<file path="src/rtl/wb_std2pipe_bridge_if.sv">
// rtl/wb_std2pipe_bridge_if.sv - Wishbone B4 signal bundle used on both sides of the std-to-pipelined bridge
// Parameters: aw address width, dw data width (multiple of 8)
// Request signals (master to slave): cyc, stb, we, adr, sel, dat_w
// Response signals (slave to master): dat_r, ack, err, stall
// Modports: master drives requests and samples responses; slave does the opposite
interface wb_std2pipe_bridge_if #(
    parameter int aw = 32,
    parameter int dw = 32
);
    logic            cyc;
    logic            stb;
    logic            we;
    logic [aw-1:0]   adr;
    logic [dw/8-1:0] sel;
    logic [dw-1:0]   dat_w;
    logic [dw-1:0]   dat_r;
    logic            ack;
    logic            err;
    logic            stall;

    modport master (
        output cyc, stb, we, adr, sel, dat_w,
        input  dat_r, ack, err, stall
    );

    modport slave (
        input  cyc, stb, we, adr, sel, dat_w,
        output dat_r, ack, err, stall
    );
endinterface

</file>
<file path="src/rtl/wb_std2pipe_bridge.sv">
// rtl/wb_std2pipe_bridge.sv - classic Wishbone B4 master to pipelined Wishbone B4 slave bridge
// Parameters: aw address width, dw data width, timeout response timeout in cycles
// Optional feature macro: WB_STD2PIPE_TIMEOUT_EN (abort with s.err after timeout cycles without response)
// Ports:
//   clk  system clock for both sides
//   rst  synchronous reset, active-low
//   s    classic side (slave modport): one STB-held-until-ACK transfer at a time, one-cycle ack/err reply
//   m    pipelined side (master modport): one single-beat request honouring stall
// All outputs are registered.
module wb_std2pipe_bridge #(
    parameter int aw      = 32,
    parameter int dw      = 32,
    parameter int timeout = 255
) (
    input  logic                 clk,
    input  logic                 rst,
    wb_std2pipe_bridge_if.slave  s,
    wb_std2pipe_bridge_if.master m
);
    typedef enum logic [1:0] {IDLE, REQ, WAIT, DONE} state_t;

    state_t          state_q, state_d;
    logic            ack_d, err_d;
    logic            capture_req, capture_rd;
    logic            rsp_seen;

    logic            m_cyc_q, m_stb_q, m_we_q;
    logic [aw-1:0]   m_adr_q;
    logic [dw/8-1:0] m_sel_q;
    logic [dw-1:0]   m_dat_q;
    logic [dw-1:0]   s_dat_q;
    logic            s_ack_q, s_err_q;

    if (dw % 8 != 0 || timeout < 1) begin : g_bad_param
        $error("wb_std2pipe_bridge: dw must be a multiple of 8 and timeout at least 1");
    end

`ifdef WB_STD2PIPE_TIMEOUT_EN
    localparam int cw = $clog2(timeout + 1);
    logic [cw-1:0] cnt_q;
    logic          tmo_hit;

    // The transition to DONE happens on the edge where the count would reach
    // timeout, so s.err appears timeout cycles after entering REQ.
    assign tmo_hit = (cnt_q == cw'(timeout - 1));

    always_ff @(posedge clk) begin
        if (!rst) begin
            cnt_q <= '0;
        end else if (capture_req) begin
            cnt_q <= '0;
        end else if (state_q == REQ || state_q == WAIT) begin
            cnt_q <= cnt_q + 1'b1;
        end
    end
`endif

    // A response only counts in REQ once the request is accepted (no stall).
    assign rsp_seen = (m.ack || m.err) && (state_q == WAIT || !m.stall);

    always_comb begin
        state_d     = state_q;
        ack_d       = 1'b0;
        err_d       = 1'b0;
        capture_req = 1'b0;
        capture_rd  = 1'b0;
        case (state_q)
            IDLE: begin
                if (s.cyc && s.stb) begin
                    capture_req = 1'b1;
                    state_d     = REQ;
                end
            end
            REQ, WAIT: begin
                if (!s.cyc) begin
                    // Master abandoned the cycle: no reply, late responses dropped in IDLE.
                    state_d = IDLE;
                end else if (rsp_seen) begin
                    state_d    = DONE;
                    err_d      = m.err;
                    ack_d      = m.ack && !m.err;
                    capture_rd = m.ack && !m.err && !m_we_q;
`ifdef WB_STD2PIPE_TIMEOUT_EN
                end else if (tmo_hit) begin
                    state_d = DONE;
                    err_d   = 1'b1;
`endif
                end else if (state_q == REQ && !m.stall) begin
                    state_d = WAIT;
                end
            end
            DONE: begin
                state_d = IDLE;
            end
            default: begin
                state_d = IDLE;
            end
        endcase
    end

    always_ff @(posedge clk) begin
        if (!rst) begin
            state_q <= IDLE;
            m_cyc_q <= 1'b0;
            m_stb_q <= 1'b0;
            m_we_q  <= 1'b0;
            m_adr_q <= '0;
            m_sel_q <= '0;
            m_dat_q <= '0;
            s_dat_q <= '0;
            s_ack_q <= 1'b0;
            s_err_q <= 1'b0;
        end else begin
            state_q <= state_d;
            m_cyc_q <= (state_d == REQ) || (state_d == WAIT);
            m_stb_q <= (state_d == REQ);
            s_ack_q <= ack_d;
            s_err_q <= err_d;
            if (capture_req) begin
                m_we_q  <= s.we;
                m_adr_q <= s.adr;
                m_sel_q <= s.sel;
                m_dat_q <= s.dat_w;
            end
            if (capture_rd) begin
                s_dat_q <= m.dat_r;
            end
        end
    end

    assign m.cyc   = m_cyc_q;
    assign m.stb   = m_stb_q;
    assign m.we    = m_we_q;
    assign m.adr   = m_adr_q;
    assign m.sel   = m_sel_q;
    assign m.dat_w = m_dat_q;

    assign s.dat_r = s_dat_q;
    assign s.ack   = s_ack_q;
    assign s.err   = s_err_q;
    // The classic side has no stall concept; transfers are paced by ack.
    assign s.stall = 1'b0;
endmodule

</file>
<file path="src/flat_wrapper.sv">
// flat-port wrapper written by rule: the top's interface ports become plain ports
module wb_std2pipe_bridge_flat 
#(
    parameter int aw      = 32,
    parameter int dw      = 32,
    parameter int timeout = 255
)
  (clk, rst, s_cyc, s_stb, s_we, s_adr, s_sel, s_dat_w, s_dat_r, s_ack, s_err, s_stall, m_cyc, m_stb, m_we, m_adr, m_sel, m_dat_w, m_dat_r, m_ack, m_err, m_stall);
  wb_std2pipe_bridge_if #(.aw(aw), .dw(dw)) s_i ();
  wb_std2pipe_bridge_if #(.aw(aw), .dw(dw)) m_i ();
  input  logic clk;
  input  logic rst;
  input wire logic [$bits(s_i.cyc)-1:0] s_cyc;
  input wire logic [$bits(s_i.stb)-1:0] s_stb;
  input wire logic [$bits(s_i.we)-1:0] s_we;
  input wire logic [$bits(s_i.adr)-1:0] s_adr;
  input wire logic [$bits(s_i.sel)-1:0] s_sel;
  input wire logic [$bits(s_i.dat_w)-1:0] s_dat_w;
  output wire logic [$bits(s_i.dat_r)-1:0] s_dat_r;
  output wire logic [$bits(s_i.ack)-1:0] s_ack;
  output wire logic [$bits(s_i.err)-1:0] s_err;
  output wire logic [$bits(s_i.stall)-1:0] s_stall;
  output wire logic [$bits(m_i.cyc)-1:0] m_cyc;
  output wire logic [$bits(m_i.stb)-1:0] m_stb;
  output wire logic [$bits(m_i.we)-1:0] m_we;
  output wire logic [$bits(m_i.adr)-1:0] m_adr;
  output wire logic [$bits(m_i.sel)-1:0] m_sel;
  output wire logic [$bits(m_i.dat_w)-1:0] m_dat_w;
  input wire logic [$bits(m_i.dat_r)-1:0] m_dat_r;
  input wire logic [$bits(m_i.ack)-1:0] m_ack;
  input wire logic [$bits(m_i.err)-1:0] m_err;
  input wire logic [$bits(m_i.stall)-1:0] m_stall;
  assign s_i.cyc = s_cyc;
  assign s_i.stb = s_stb;
  assign s_i.we = s_we;
  assign s_i.adr = s_adr;
  assign s_i.sel = s_sel;
  assign s_i.dat_w = s_dat_w;
  assign s_dat_r = s_i.dat_r;
  assign s_ack = s_i.ack;
  assign s_err = s_i.err;
  assign s_stall = s_i.stall;
  assign m_cyc = m_i.cyc;
  assign m_stb = m_i.stb;
  assign m_we = m_i.we;
  assign m_adr = m_i.adr;
  assign m_sel = m_i.sel;
  assign m_dat_w = m_i.dat_w;
  assign m_i.dat_r = m_dat_r;
  assign m_i.ack = m_ack;
  assign m_i.err = m_err;
  assign m_i.stall = m_stall;
  wb_std2pipe_bridge #(.aw(aw), .dw(dw), .timeout(timeout)) u_core (.clk(clk), .rst(rst), .s(s_i), .m(m_i));
endmodule
</file>
<file path="config.mk">
export PLATFORM = sky130hd
export DESIGN_NAME = wb_std2pipe_bridge_flat
export DESIGN_NICKNAME = d
export VERILOG_FILES = /design/src/rtl/wb_std2pipe_bridge_if.sv /design/src/rtl/wb_std2pipe_bridge.sv /design/src/flat_wrapper.sv
export SDC_FILE = /design/constraint.sdc
export NUM_CORES = 1
export LEC_CHECK = 0
export BUFFER_PORTS_ARGS = -buffer_cell sky130_fd_sc_hd__buf_2
export CAP_MARGIN = 20
export CELL_PAD_IN_SITES_DETAIL_PLACEMENT = 0
export CELL_PAD_IN_SITES_GLOBAL_PLACEMENT = 1
export CORE_ASPECT_RATIO = 1.2
export CORE_MARGIN = 2
export CORE_UTILIZATION = 32
export CTS_CLUSTER_SIZE = 12
export DETAILED_ROUTE_END_ITERATION = 10
export PLACE_DENSITY = 0.77
export SLEW_MARGIN = 20
export SYNTH_ARGS = -nofsm -noshare
export SYNTH_HDL_FRONTEND = slang
export SYNTH_SLANG_ARGS = --single-unit
</file>
<file path="constraint.sdc">
create_clock -name clk -period 1.8 [get_ports clk]
set_input_delay 0.09 -clock clk [delete_from_list [all_inputs] [get_ports clk]]
set_output_delay 0.09 -clock clk [all_outputs]
set_load 0.05 [all_outputs]
</file>
==> results.md, run 1 <==
STA:
- Across all hold checks on the routed design, the worst slack comes to 0.00531 ns.
- The transition time at the pin with the least slew margin is 0.483 ns.
- The final-layout setup total negative slack is 0 ns.
- On the final layout, the worst clock skew is 0.00483 ns.
- The number of slew-limit violations in the final report was 0.
- In the finished design, the share of the clock period the worst path needs comes to 0.949.
- The final critical delay including setup and external delays is 1.71 ns.
- Setup violations remaining at the end of the flow were counted as 0.
- Static timing analysis puts the maximum clock frequency at 585 MHz.
- The hold violation count in the final report is 0.
- The worst-case setup margin in the final layout is 0.0918 ns.
- The worst slew slack as a fraction of its limit is 0.673.
- Setup repair after global routing left no endpoint under its margin.

Synth:
- The number of nets handed over by synthesis was 591.
- The number of distinct standard cells referenced by the synthesized netlist is 31.
- The most used flip-flop cell after synthesis is sky130_fd_sc_hd__dfxtp_1.
- The synthesized netlist occupies a cell area of 4180 µm².
- Sorting the synthesized cells by area gives the leading types as sky130_fd_sc_hd__dfxtp_1, sky130_fd_sc_hd__nand2_1, sky130_fd_sc_hd__a21boi_0, sky130_fd_sc_hd__mux2i_1, sky130_fd_sc_hd__clkbuf_1.
- A synthesized cell averages 8.75 µm².
- The largest total area in the synthesized netlist belongs to sky130_fd_sc_hd__dfxtp_1.
- Of the synthesized area, sequential elements account for 0.512.
- During synthesis, Yosys emitted a total of 0 warnings.
- Of the post-synthesis cell area, the dominant cell type holds 0.512.
- The cell count after synthesis came out at 478.
- The synthesized design contains 107 register bits.
- The share of flip-flops with an asynchronous set or reset after synthesis is 0.
- The number of enable-type register cells in the synthesized netlist is 0.

Power and ir drop:
- The overall power is 5.36 mW.
- Summed over all nets, the switching power comes to 1.44 mW.
- The clock share of power is 0.360.
- Across the VDD grid, the largest voltage drop is 0.424 mV.
- The leakage power is 2.97 nW.
- The power per standard cell area is 813 nW/µm².
- The share of total power in combinational logic is 0.176.
- Of the total power, the share spent switching nets is 0.268.
- Internal power comes to 3.92 mW.
- The share of total power dissipated in sequential elements is 0.465.

Critical path:
- The category of the critical setup timing path is reg2reg.
- The nature of the critical path endpoint is a register.
- The maximum fanout along the worst path is 16.
- For the worst flop-to-flop path, the logic depth is 7.
- For the worst setup path, the data arrival time is 1.97 ns.
- The nature of the critical path startpoint is a register.
- At the worst endpoint, the required time is 2.06 ns.

Job:
- The tool flagged a number of max-cap violations equal to 0.

Floorplanning:
- From bottom edge to top edge, the die measures 129 µm.
- Measured along the x axis, the die boundary spans 108 µm.
- The initial utilization of the core area, before any placement, comes to 0.329.
- The die footprint is 14000 µm².
- Row generation in the floorplan step produced 45 rows.
- The core region is 12700 µm².
- The number of top-level design ports is 214.

Placement:
- OpenSTA, run right after detailed placement, puts the worst setup slack at 0.0141 ns.
- The instance area at placement is 5410 µm².
- The congestion estimate from routability-driven global placement came to 0.710.
- The HPWL reported at the end of detailed placement is 8.02 mm.
- During placement, the flow inserted port buffers numbering 212.
- Including well taps, the total number of placed cells is 828.

Hold path:
- The path class of the lowest-slack min-delay path is in2reg.
- The worst hold path was traced through 3 stages.

Finish:
- The final instance area is 6590 µm².
- The library cells used most frequently in the layout, excluding fill and tap cells, are sky130_fd_sc_hd__buf_2, sky130_fd_sc_hd__nand2_1, sky130_fd_sc_hd__dfxtp_1.
- The repair_antennas step left the layout with diodes totalling 0.
- After the last flow step, the layout net total stands at 873.
- The most common cell after layout, fill and taps aside is sky130_fd_sc_hd__buf_2.
- Relative to the synthesized area, the layout overhead comes to 57.6%.
- The number of standard cells in the final layout excluding fillers is 927.
- The layout filler cell count is 1175.
- The fraction of final layout cells with drive strength greater than 1 is 0.325.
- The final standard cell utilization of the core is 0.518.

GRT:
- The total grt overflow is 0.
- The largest net degree at the start of global routing is 61.
- In the global route stage, overall resource usage came out at 0.169.
- The initial antenna violation count is 0.
- The via count of the first global-routing pass is 4059.
- The wire length of the first global-routing pass is 18.9 mm.

Drt:
- The final layout contains routed wiring with a total length of 12.1 mm.
- In the final routed layout, each cell accounts on average for 13.1 µm.
- The number of optimization iterations in the first detailed-route pass is 4.
- The via density per instance is 4.49.
- The remaining design rule violation count is 0.
- The final antenna-violating net count is 0.
- The DRC marker count from the first detailed-route iteration is 138.
- Detailed routing inserted a total of 4164 vias.

Clocking:
- The CTS clock-pin slew for the worst setup and hold paths is 0.07 ns.
- The number of clock buffers inserted by TritonCTS is 9.
- The number of sinks handled by clock tree synthesis is 107.
- TritonCTS built the clock tree.
- The clock passes through at most 2 buffers.
- The cell sitting at the root of the clock tree is a sky130_fd_sc_hd__clkbuf_16.
- The number of H-tree branching levels is 3.
- The clock latency at the later pin of the worst-skew pair is 0.34 ns.

Status:
- The flow ran to the end, and the final reports show no timing, DRC or antenna violations.
## path summary, 6_finish.rpt
check	start	end	slack (ns)
setup / recovery	u_core.state_q[0]	u_core.s.dat_r[14]	0.09
hold reg to reg	u_core.m.dat_w[24]	u_core.m.dat_w[24]	0.45
setup reg to reg	u_core.state_q[0]	u_core.s.dat_r[14]	0.09
hold / removal	m_dat_r[0]	u_core.s.dat_r[0]	0.005
## state kept, by name, summed over array words and instances (netlist names)
| register | count |
|---|---|
| u_core.s.err | 1 |
| u_core.m.stb | 1 |
| u_core.m.sel | 4 |
| u_core.s.ack | 1 |
| u_core.state_q | 2 |
| u_core.s.dat_r | 32 |
| u_core.m.adr | 32 |
| u_core.m.dat_w | 32 |
| u_core.m.cyc | 1 |
| u_core.m.we | 1 |
## power by group through the flow
stage               clock network (mW)  logic (mW)  registers (mW)
floorplan                            0       0.240            2.83
global placement                     0       0.784            2.54
detailed placement                   0       0.798            2.55
CTS                               2.02       0.937            2.49
global route                      2.11        1.01            2.50
finish                            1.93       0.941            2.49
## layout make-up
cell class / count / area, µm² / share of cell area
Clock buffer: 10 / 239 / 0.0363
Timing Repair Buffer: 305 / 2050 / 0.311
Sequential cell: 107 / 2150 / 0.326
Tap cell: 164 / 205 / 0.0311
Clock inverter: 4 / 52.6 / 0.00797
Multi-Input combinational cell: 335 / 1890 / 0.287
Inverter: 2 / 7.51 / 0.00114
## critical path: stages, from the launching register on
cell,delay [ns]
sky130_fd_sc_hd__dfxtp_4,0.37
sky130_fd_sc_hd__inv_1,0.10
sky130_fd_sc_hd__ha_4,0.29
sky130_fd_sc_hd__nand2_4,0.08
sky130_fd_sc_hd__nor4_4,0.27
sky130_fd_sc_hd__buf_4,0.16
sky130_fd_sc_hd__buf_12,0.16
sky130_fd_sc_hd__mux2i_1,0.20
## kinds of logic after synthesis
group,count (synthesis),synth area share
AND/OR/NAND/NOR,219,0.214
flip-flops,107,0.512
AO/OA/AOI/OAI,78,0.138
buffers and inverters,36,0.0428
multiplexers,32,0.0766
adder cells (fa/ha/maj),5,0.0150
other,1,0.000897
## what timing repair did
action | CTS | global route
pin swaps | 1 | 1
resized for setup | 1 | 6
endpoints found under the setup margin | 3 | 33
cloned | 1 | 1
setup buffers | 1 | 1
endpoints found under the hold margin | 81 | 0
hold buffers | 81 | 0
## cells in the mapped netlist, drive strengths merged (2+ instances only)
cell and number:
a21boi 69, and2 2, buf 14, clkbuf 20
dfxtp 107, ha 5, inv 2, mux2i 32
nand2 204, nand2b 2, nor2b 3, nor4b 2
o21ai 3
## routing by layer
layer,track usage,share of wire
met5,0,0
met4,0.0935,0.036
met3,0.0362,0.059
met2,0.297,0.49
met1,0.190,0.41
No activity file was read; power rests on OpenSTA's default activity.
==> run 2: changes to the inputs <==
--- a/config.mk
+++ b/config.mk
@@ -14,7 +14,7 @@
 export CORE_UTILIZATION = 32
 export CTS_CLUSTER_SIZE = 12
 export DETAILED_ROUTE_END_ITERATION = 10
-export PLACE_DENSITY = 0.77
+export PLACE_DENSITY = 0.91
 export SLEW_MARGIN = 20
 export SYNTH_ARGS = -nofsm -noshare
 export SYNTH_HDL_FRONTEND = slang
==> run 2 against run 1 <==
Maximum frequency rose by 0.20%. Combinational power decreased by 4.5%. Non-clock buffer count is 22 lower. Flip-flop and latch count is the same. Sequential share of layout area grew 1.2 points. Total power is 0.21% higher. First-iteration DRC count fell by 2.2%. Sequential power is essentially flat. Cell area decreased by 3.5%. Clock skew about the same. Clock power grew 3%. Global-route usage down 0.81 points.
==> results.md, run 2 (synthesized netlist as in run 1, its figures left out) <==
Status:
- The flow ran to the end, and the final reports show no timing, DRC or antenna violations.

Floorplanning:
- The vertical extent of the die was 129 µm (unchanged).
- The area of the core region is 12700 µm² (unchanged).
- The starting density of the core is 0.329 (unchanged).
- The die footprint is 14000 µm² (unchanged).
- The width of the die is 108 µm (unchanged).
- The number of top-level design ports was 214 (unchanged).
- The cell row count is 45 (unchanged).

Finish:
- The fraction of final layout cells with drive strength greater than 1 came to 0.334 (+0.00875).
- The most common cell after layout, fill and taps aside is sky130_fd_sc_hd__buf_2.
- The number of standard cells in the final layout excluding fillers was 908 (-2.0%).
- The area taken by flip-flops and latches came to 2140 µm² (-0.12%).
- The area growth from synthesis to final layout is 52.0%.
- The final net count was 851 (-2.5%).
- The layout filler cell count came to 1173 (-0.17%).
- The total area of multi-input combinational cells is 1880 µm² (-0.66%).
- The library cells used most frequently in the layout, excluding fill and tap cells, are sky130_fd_sc_hd__buf_2, sky130_fd_sc_hd__nand2_1, sky130_fd_sc_hd__dfxtp_1.
- The final standard cell utilization of the core is 0.500 (-0.0184).

Hold path:
- The hold path endpoint is u_core.s.dat_r[17].
- The path class of the lowest-slack min-delay path is in2reg.
- The hold path startpoint is m_dat_r[17].
- The cell depth of the worst hold path is 3 (unchanged).

STA:
- The number of slew-limit violations in the final report is 0 (unchanged).
- The final critical delay including setup and external delays came to 1.70 ns (-0.00334 ns).
- The timing-limited maximum frequency is 587 MHz (+0.20%).
- The transition time at the pin with the least slew margin is 0.506 ns (+0.0225 ns).
- The worst slew slack as a fraction of its limit is 0.658 (-0.0152).
- The final count of negative-setup-slack endpoints came to 0 (unchanged).
- The share of the clock period used by the worst path after layout is 0.947 (-0.00186).
- The worst-case setup margin in the final layout is 0.0951 ns (+0.00334 ns).
- The worst-case clock skew is 0.00478 ns (-0.0000509 ns).
- The final-layout setup total negative slack came to 0 ns (unchanged).
- The hold violation count in the final report is 0 (unchanged).
- Setup repair after global routing left no endpoint under its margin.

Critical path:
- The critical path is of the reg2reg type.
- STA classifies the critical path startpoint as a register.
- In this run the critical register-to-register path is launched from u_core.state_q[1].
- The slack of the worst reg-to-reg path is 0.1 ns (about the same).
- The data arrival time of the critical path came to 1.96 ns (about the same).
- The largest incremental delay on the critical path came to 0.36 ns (about the same).
- The endpoint identified for the worst register-to-register timing path is u_core.s.dat_r[10].
- Traced cell by cell, the critical path runs through inv_1 -> ha_1 -> nand2_4 -> nor4_4 -> clkbuf_16 -> mux2i_1.
- The maximum fanout along the worst path is 8 (-8).
- The worst reg2reg path depth came to 6 (-1).
- The required time at the worst-slack endpoint came to 2.06 ns (about the same).
- Tracing the worst setup path back leads to its startpoint at u_core.state_q[1].
- The worst setup path is captured at a register.
- For this design, the slowest cell found on the critical path is sky130_fd_sc_hd__dfxtp_2.

GRT:
- The initial antenna violation count is 1 (+1).
- The via count of the first global-routing pass was 4040 (-0.47%).
- The total grt overflow was 0 (unchanged).
- The largest net degree at the start of global routing is 56 (-8.2%).
- The met2 capacity usage during global routing came to 0.304 (+0.00777).
- The met3 track utilization from global routing was 0.0478 (+0.0116).
- The total global-route track usage is 0.161 (-0.00806).
- The wire length of the first global-routing pass is 18.0 mm (-4.7%).
- The fraction of met1 tracks used by global routing came to 0.168 (-0.0220).
- The routing layer with the top usage in global route is met2.

Power and ir drop:
- The share of total power in combinational logic is 0.167 (-0.009).
- The overall power came to 5.37 mW (+0.21%).
- The largest vdd supply drop is 0.577 mV (+36%).
- The power per standard cell area was 845 nW/µm² (+3.9%).
- The share of total power in sequential cells is 0.464 (about the same).
- The switching power summed over all nets is 1.49 mW (+3.9%).
- The clock share of power is 0.368 (+0.008).
- The leakage power is 2.89 nW (-2.9%).
- The cell-internal power is 3.88 mW (-1.2%).
- The switching power as a share of total power came to 0.278 (+0.00995).

Drt:
- The final antenna-violating net count is 0 (unchanged).
- The total via count after detailed routing came to 4074 (-2.2%).
- The DRC marker count from the first detailed-route iteration is 135 (-2.2%).
- The via density per instance is 4.49 (-0.11%).
- The wire length reported by the detailed router is 11.8 mm (-2.6%).
- The routed wirelength normalized by instance count is 13.0 µm (-0.59%).
- The remaining design rule violation count is 0 (unchanged).
- The number of optimization iterations in the first detailed-route pass is 4 (unchanged).

Clocking:
- The number of sinks handled by clock tree synthesis is 107 (unchanged).
- The clock latency at the later pin of the worst-skew pair is 0.34 ns (about the same).
- TritonCTS built the clock tree.
- The CTS clock-pin slew for the worst setup and hold paths is 0.07 ns (about the same).
- The number of H-tree branching levels was 3 (unchanged).
- The cell chosen for the clock root is sky130_fd_sc_hd__clkbuf_16.
- The deepest clock path buffer count came to 2 (unchanged).
- The number of clock buffers inserted by TritonCTS was 9 (unchanged).

Placement:
- The worst slack at placement is 0.0115 ns (-0.00254 ns).
- The HPWL reported at the end of detailed placement is 7.87 mm (-1.8%).
- The placer congestion estimate was 0.715 (+0.63%).
- The number of I/O port buffers is 212 (unchanged).
- The cell count after placement was 828 (unchanged).

Job:
- The max-cap check violation count was 0 (unchanged).
==> run 2: cell count changes in the layout (fill, tap and decap cells not counted), moves of 2 or more <==
cell	previous run	this run
sky130_fd_sc_hd__clkinv_4	0	3
sky130_fd_sc_hd__clkinvlp_4	3	1
sky130_fd_sc_hd__buf_12	5	3
sky130_fd_sc_hd__dlygate4sd3_1	81	61
==> run 2: worst max-delay path, delay by kind of cell, from the launching register on <==
kind	cells	cell delay, ns
AND/OR/NAND/NOR	2	0.41
flip-flops	1	0.36
buffers and inverters	2	0.34
adder cells (fa/ha/maj)	1	0.32
multiplexers	1	0.20
==> run 2: area by class of cell <==
| cell class | count | share of cell area |
|---|---|---|
| multi-input combinational | 335 | 0.296 |
| inverter | 2 | 0.00118 |
| clock inverter | 7 | 0.0122 |
| sequential | 107 | 0.337 |
| timing repair buffer | 283 | 0.286 |
| clock buffer | 9 | 0.0354 |
| tap | 164 | 0.0323 |
| antenna | 1 | 0.000394 |
==> run 2: worst max path at each step <==
stage / to / slack [ns] / cells after the start
5_1_grt: u_core.s.dat_r[10] / 0.004 / 6
3_3_place_gp: u_core.s.dat_r[1] / 0.14 / 6
6_report: u_core.s.dat_r[10] / 0.1 / 6
2_1_floorplan: u_core.s.dat_r[0] / 0.14 / 6
3_5_place_dp: u_core.s.dat_r[10] / 0.01 / 6
4_1_cts: u_core.s.dat_r[10] / 0.01 / 6
==> run 2: timing repair <==
item                                    4_1_cts  5_1_grt
hold buffers                                 61        0
pin swaps                                     0        1
endpoints found under the setup margin        1       34
resized for setup                             1        6
setup buffers                                 0        0
cloned                                        0        2
endpoints found under the hold margin        61        0
==> run 2: layer usage <==
metal	vias to the layer above	routed length, µm
met4	0	240
met2	131	6140
met1	1863	4650
met5	-	0
met3	17	772
li1	2063	-
==> run 2: power by group through the flow <==
stage          clock [mW]  sequential [mW]  combinational (mW)
3_3_place_gp            0             2.54               0.778
5_1_grt              2.15             2.50               0.967
4_1_cts              2.04             2.49               0.894
6_report             1.98             2.49               0.899
3_5_place_dp            0             2.55               0.791
2_1_floorplan           0             2.83               0.240
==> run 2: through the flow <==
step	hold WS [ns]	instance area, µm²
2_1_floorplan	0.225	4180
3_3_place_gp	0.339	5400
3_5_place_dp	0.346	5400
4_1_cts	0.000391	6310
5_1_grt	0.000199	6350
6_report	0.00187	6360
==> run 3: changes to the inputs <==
--- a/config.mk
+++ b/config.mk
@@ -7,15 +7,14 @@
 export LEC_CHECK = 0
 export BUFFER_PORTS_ARGS = -buffer_cell sky130_fd_sc_hd__buf_2
 export CAP_MARGIN = 20
-export CELL_PAD_IN_SITES_DETAIL_PLACEMENT = 0
-export CELL_PAD_IN_SITES_GLOBAL_PLACEMENT = 1
+export CELL_PAD_IN_SITES_DETAIL_PLACEMENT = 1
+export CELL_PAD_IN_SITES_GLOBAL_PLACEMENT = 2
 export CORE_ASPECT_RATIO = 1.2
 export CORE_MARGIN = 2
-export CORE_UTILIZATION = 32
+export CORE_UTILIZATION = 25
 export CTS_CLUSTER_SIZE = 12
 export DETAILED_ROUTE_END_ITERATION = 10
 export PLACE_DENSITY = 0.91
-export SLEW_MARGIN = 20
 export SYNTH_ARGS = -nofsm -noshare
 export SYNTH_HDL_FRONTEND = slang
 export SYNTH_SLANG_ARGS = --single-unit
==> run 3 against run 2 <==
Maximum frequency fell by 1.9%. First-iteration DRC count up 3.0%. Sequential power about the same. Flip-flop and latch count unchanged. Combinational power is 10% higher. Core utilization fell by 8.1 points. Cell area grew 7.5%. Sequential share of layout area down 2.4 points. Total power is 3.9% higher. Critical path depth grew 1. Hold slack better by 0.011 ns. Clock-buffer cell count up 1.
==> results.md, run 3 (synthesized netlist as in run 1, its figures left out) <==
Critical path:
- The nature of the critical path endpoint is a register.
- The category of the critical setup timing path is reg2reg.
- Among cell families on the critical path, the largest total delay comes from buffers and inverters.
- The number of buffer and inverter stages on the critical path is 3 (+1).
- The largest individual stage delay along the critical path comes from the cell sky130_fd_sc_hd__dfxtp_2.
- The maximum fanout along the worst path is 16 (+8).
- The critical path goes through inv_1 -> ha_1 -> nand2_4 -> nor4_4 -> buf_4 -> buf_12 -> mux2i_1.
- The data arrival time of the critical path came to 2.01 ns (+0.05 ns).
- The nature of the critical path startpoint is a register.
- The largest incremental delay on the critical path was 0.36 ns (about the same).
- The required time at the worst-slack endpoint is 2.07 ns (about the same).

Power and ir drop:
- The overall power is 5.58 mW (+3.9%).
- The power per standard cell area is 816 nW/µm² (-3.4%).
- The largest vdd supply drop is 0.375 mV (-35%).
- The leakage power is 3.06 nW (+5.9%).

Clocking:
- Clock tree synthesis selected as its root buffer the cell sky130_fd_sc_hd__clkbuf_16.
- TritonCTS built the clock tree.
- The number of clock buffers inserted by TritonCTS is 9 (unchanged).
- The number of H-tree branching levels is 3 (unchanged).
- The clock latency at the later pin of the worst-skew pair is 0.35 ns (about the same).
- The number of sinks handled by clock tree synthesis is 107 (unchanged).
- The CTS clock-pin slew for the worst setup and hold paths is 0.07 ns (about the same).
- The deepest clock path buffer count is 2 (unchanged).

Status:
- The run finished with clean final reports.

Drt:
- The routed wirelength normalized by instance count came to 14.9 µm (+15%).
- The final antenna-violating net count is 0 (unchanged).
- The number of optimization iterations in the first detailed-route pass is 4 (unchanged).
- The wire length reported by the detailed router is 14.9 mm (+26%).
- The remaining design rule violation count is 0 (unchanged).
- The total via count after detailed routing is 4308 (+5.7%).
- The via density per instance is 4.32 (-3.8%).
- The DRC marker count from the first detailed-route iteration is 139 (+3.0%).

STA:
- The final count of negative-setup-slack endpoints is 0 (unchanged).
- The number of slew-limit violations in the final report was 0 (unchanged).
- The final critical delay including setup and external delays is 1.74 ns (+0.0333 ns).
- The final worst hold slack is 0.0127 ns (+0.0109 ns).
- The share of the clock period used by the worst path after layout is 0.966 (+0.0185).
- The timing-limited maximum frequency is 575 MHz (-1.9%).
- The hold violation count in the final report came to 0 (unchanged).
- The worst-case clock skew is 0.00993 ns (+0.00515 ns).

Placement:
- The instance area at placement was 5460 µm² (+1.1%).
- The placer congestion estimate is 0.749 (+4.8%).
- The number of I/O port buffers is 212 (unchanged).
- The HPWL reported at the end of detailed placement was 8.61 mm (+9.3%).

Finish:
- The final instance area was 6840 µm² (+7.5%).
- The total area of multi-input combinational cells is 1880 µm² (+0.13%).
- The final net count is 891 (+4.7%).
- The area growth from synthesis to final layout is 63.5%.
- The layout filler cell count came to 1991 (+70%).
- Leaving out fill and tap cells, the most frequent cell in the layout is sky130_fd_sc_hd__buf_2.
- The area taken by flip-flops and latches is 2140 µm² (about the same).
- In the layout the commonest cells are sky130_fd_sc_hd__buf_2, sky130_fd_sc_hd__nand2_1, sky130_fd_sc_hd__dfxtp_1.
- The fraction of final layout cells with drive strength greater than 1 is 0.317 (-0.0171).

Floorplanning:
- The cell row count is 51 (+13%).
- The number of top-level design ports is 214 (unchanged).
- The area of the core region is 16300 µm² (+28%).
- The width of the die is 122 µm (+13%).
- The vertical extent of the die is 146 µm (+13%).
- The starting density of the core was 0.256 (-0.0726).
- The die footprint is 17800 µm² (+27%).

GRT:
- The largest net degree at the start of global routing came to 89 (+59%).
- The total grt overflow is 0 (unchanged).
- The initial antenna violation count is 3 (+2).
- The via count of the first global-routing pass was 4551 (+13%).
- The total global-route track usage is 0.161 (about the same).
- The wire length of the first global-routing pass came to 22.7 mm (+26%).

Hold path:
- The path class of the tightest hold or removal check is in2reg.

Job:
- The max-cap check violation count came to 0 (unchanged).
[run 3: worst paths after layout]
check                                         from                  to  slack [ns]  cells after the start
worst max register to register   u_core.state_q[1]   u_core.s.dat_r[2]        0.06                      7
worst min-delay path                   s_dat_w[28]  u_core.m.dat_w[28]        0.01                      3
worst min register to register  u_core.m.dat_w[23]  u_core.m.dat_w[23]        0.46                      2
worst max-delay path             u_core.state_q[1]   u_core.s.dat_r[2]        0.06                      7
[run 3: area by class of cell]
cell class | count | area share
sequential | 107 | 0.314
clock inverter | 6 | 0.0106
tap | 212 | 0.0388
multi-input combinational | 335 | 0.275
clock buffer | 10 | 0.0350
inverter | 2 | 0.00110
timing repair buffer | 323 | 0.325
antenna | 3 | 0.00110
[run 3: what timing repair did]
item,in CTS,in global routing
resized for setup,0,7
buffers inserted,0,1
hold buffers,100,0
setup endpoints to repair,0,33
endpoints found under the hold margin,100,0
[run 3: layer usage]
layer / up-vias / track usage / share of wire / routed length, µm
met5: - / 0 / 0 / 0
met4: 0 / 0.0649 / 0.026 / 379
met3: 25 / 0.0474 / 0.057 / 845
met2: 125 / 0.292 / 0.52 / 7750
met1: 2015 / 0.172 / 0.40 / 5890
li1: 2143 / - / - / -
[run 3: worst min-delay path, stage by stage]
cell                       delay (ns)
sky130_fd_sc_hd__buf_2           0.10
sky130_fd_sc_hd__nand2_1         0.04
sky130_fd_sc_hd__a21boi_0        0.07
[run 3: through the flow]
stage / util / setup slack, ns / TNS [ns] / cells
after detailed placement: 0.334 / 0.0440 / 0 / 876
final: 0.418 / 0.0618 / 0 / 998
after global routing: 0.418 / -0.0580 / -0.0580 / 997
after global placement: 0.334 / 0.108 / 0 / 876
after CTS: 0.414 / 0.0243 / 0 / 992
after floorplan: - / 0.139 / 0 / 478
[run 3: power by group]
| group | total (mW) | internal [mW] | switching (mW) |
|---|---|---|---|
| logic | 0.992 | 0.395 | 0.597 |
| clock network | 2.10 | 1.13 | 0.965 |
| registers | 2.49 | 2.45 | 0.0381 |
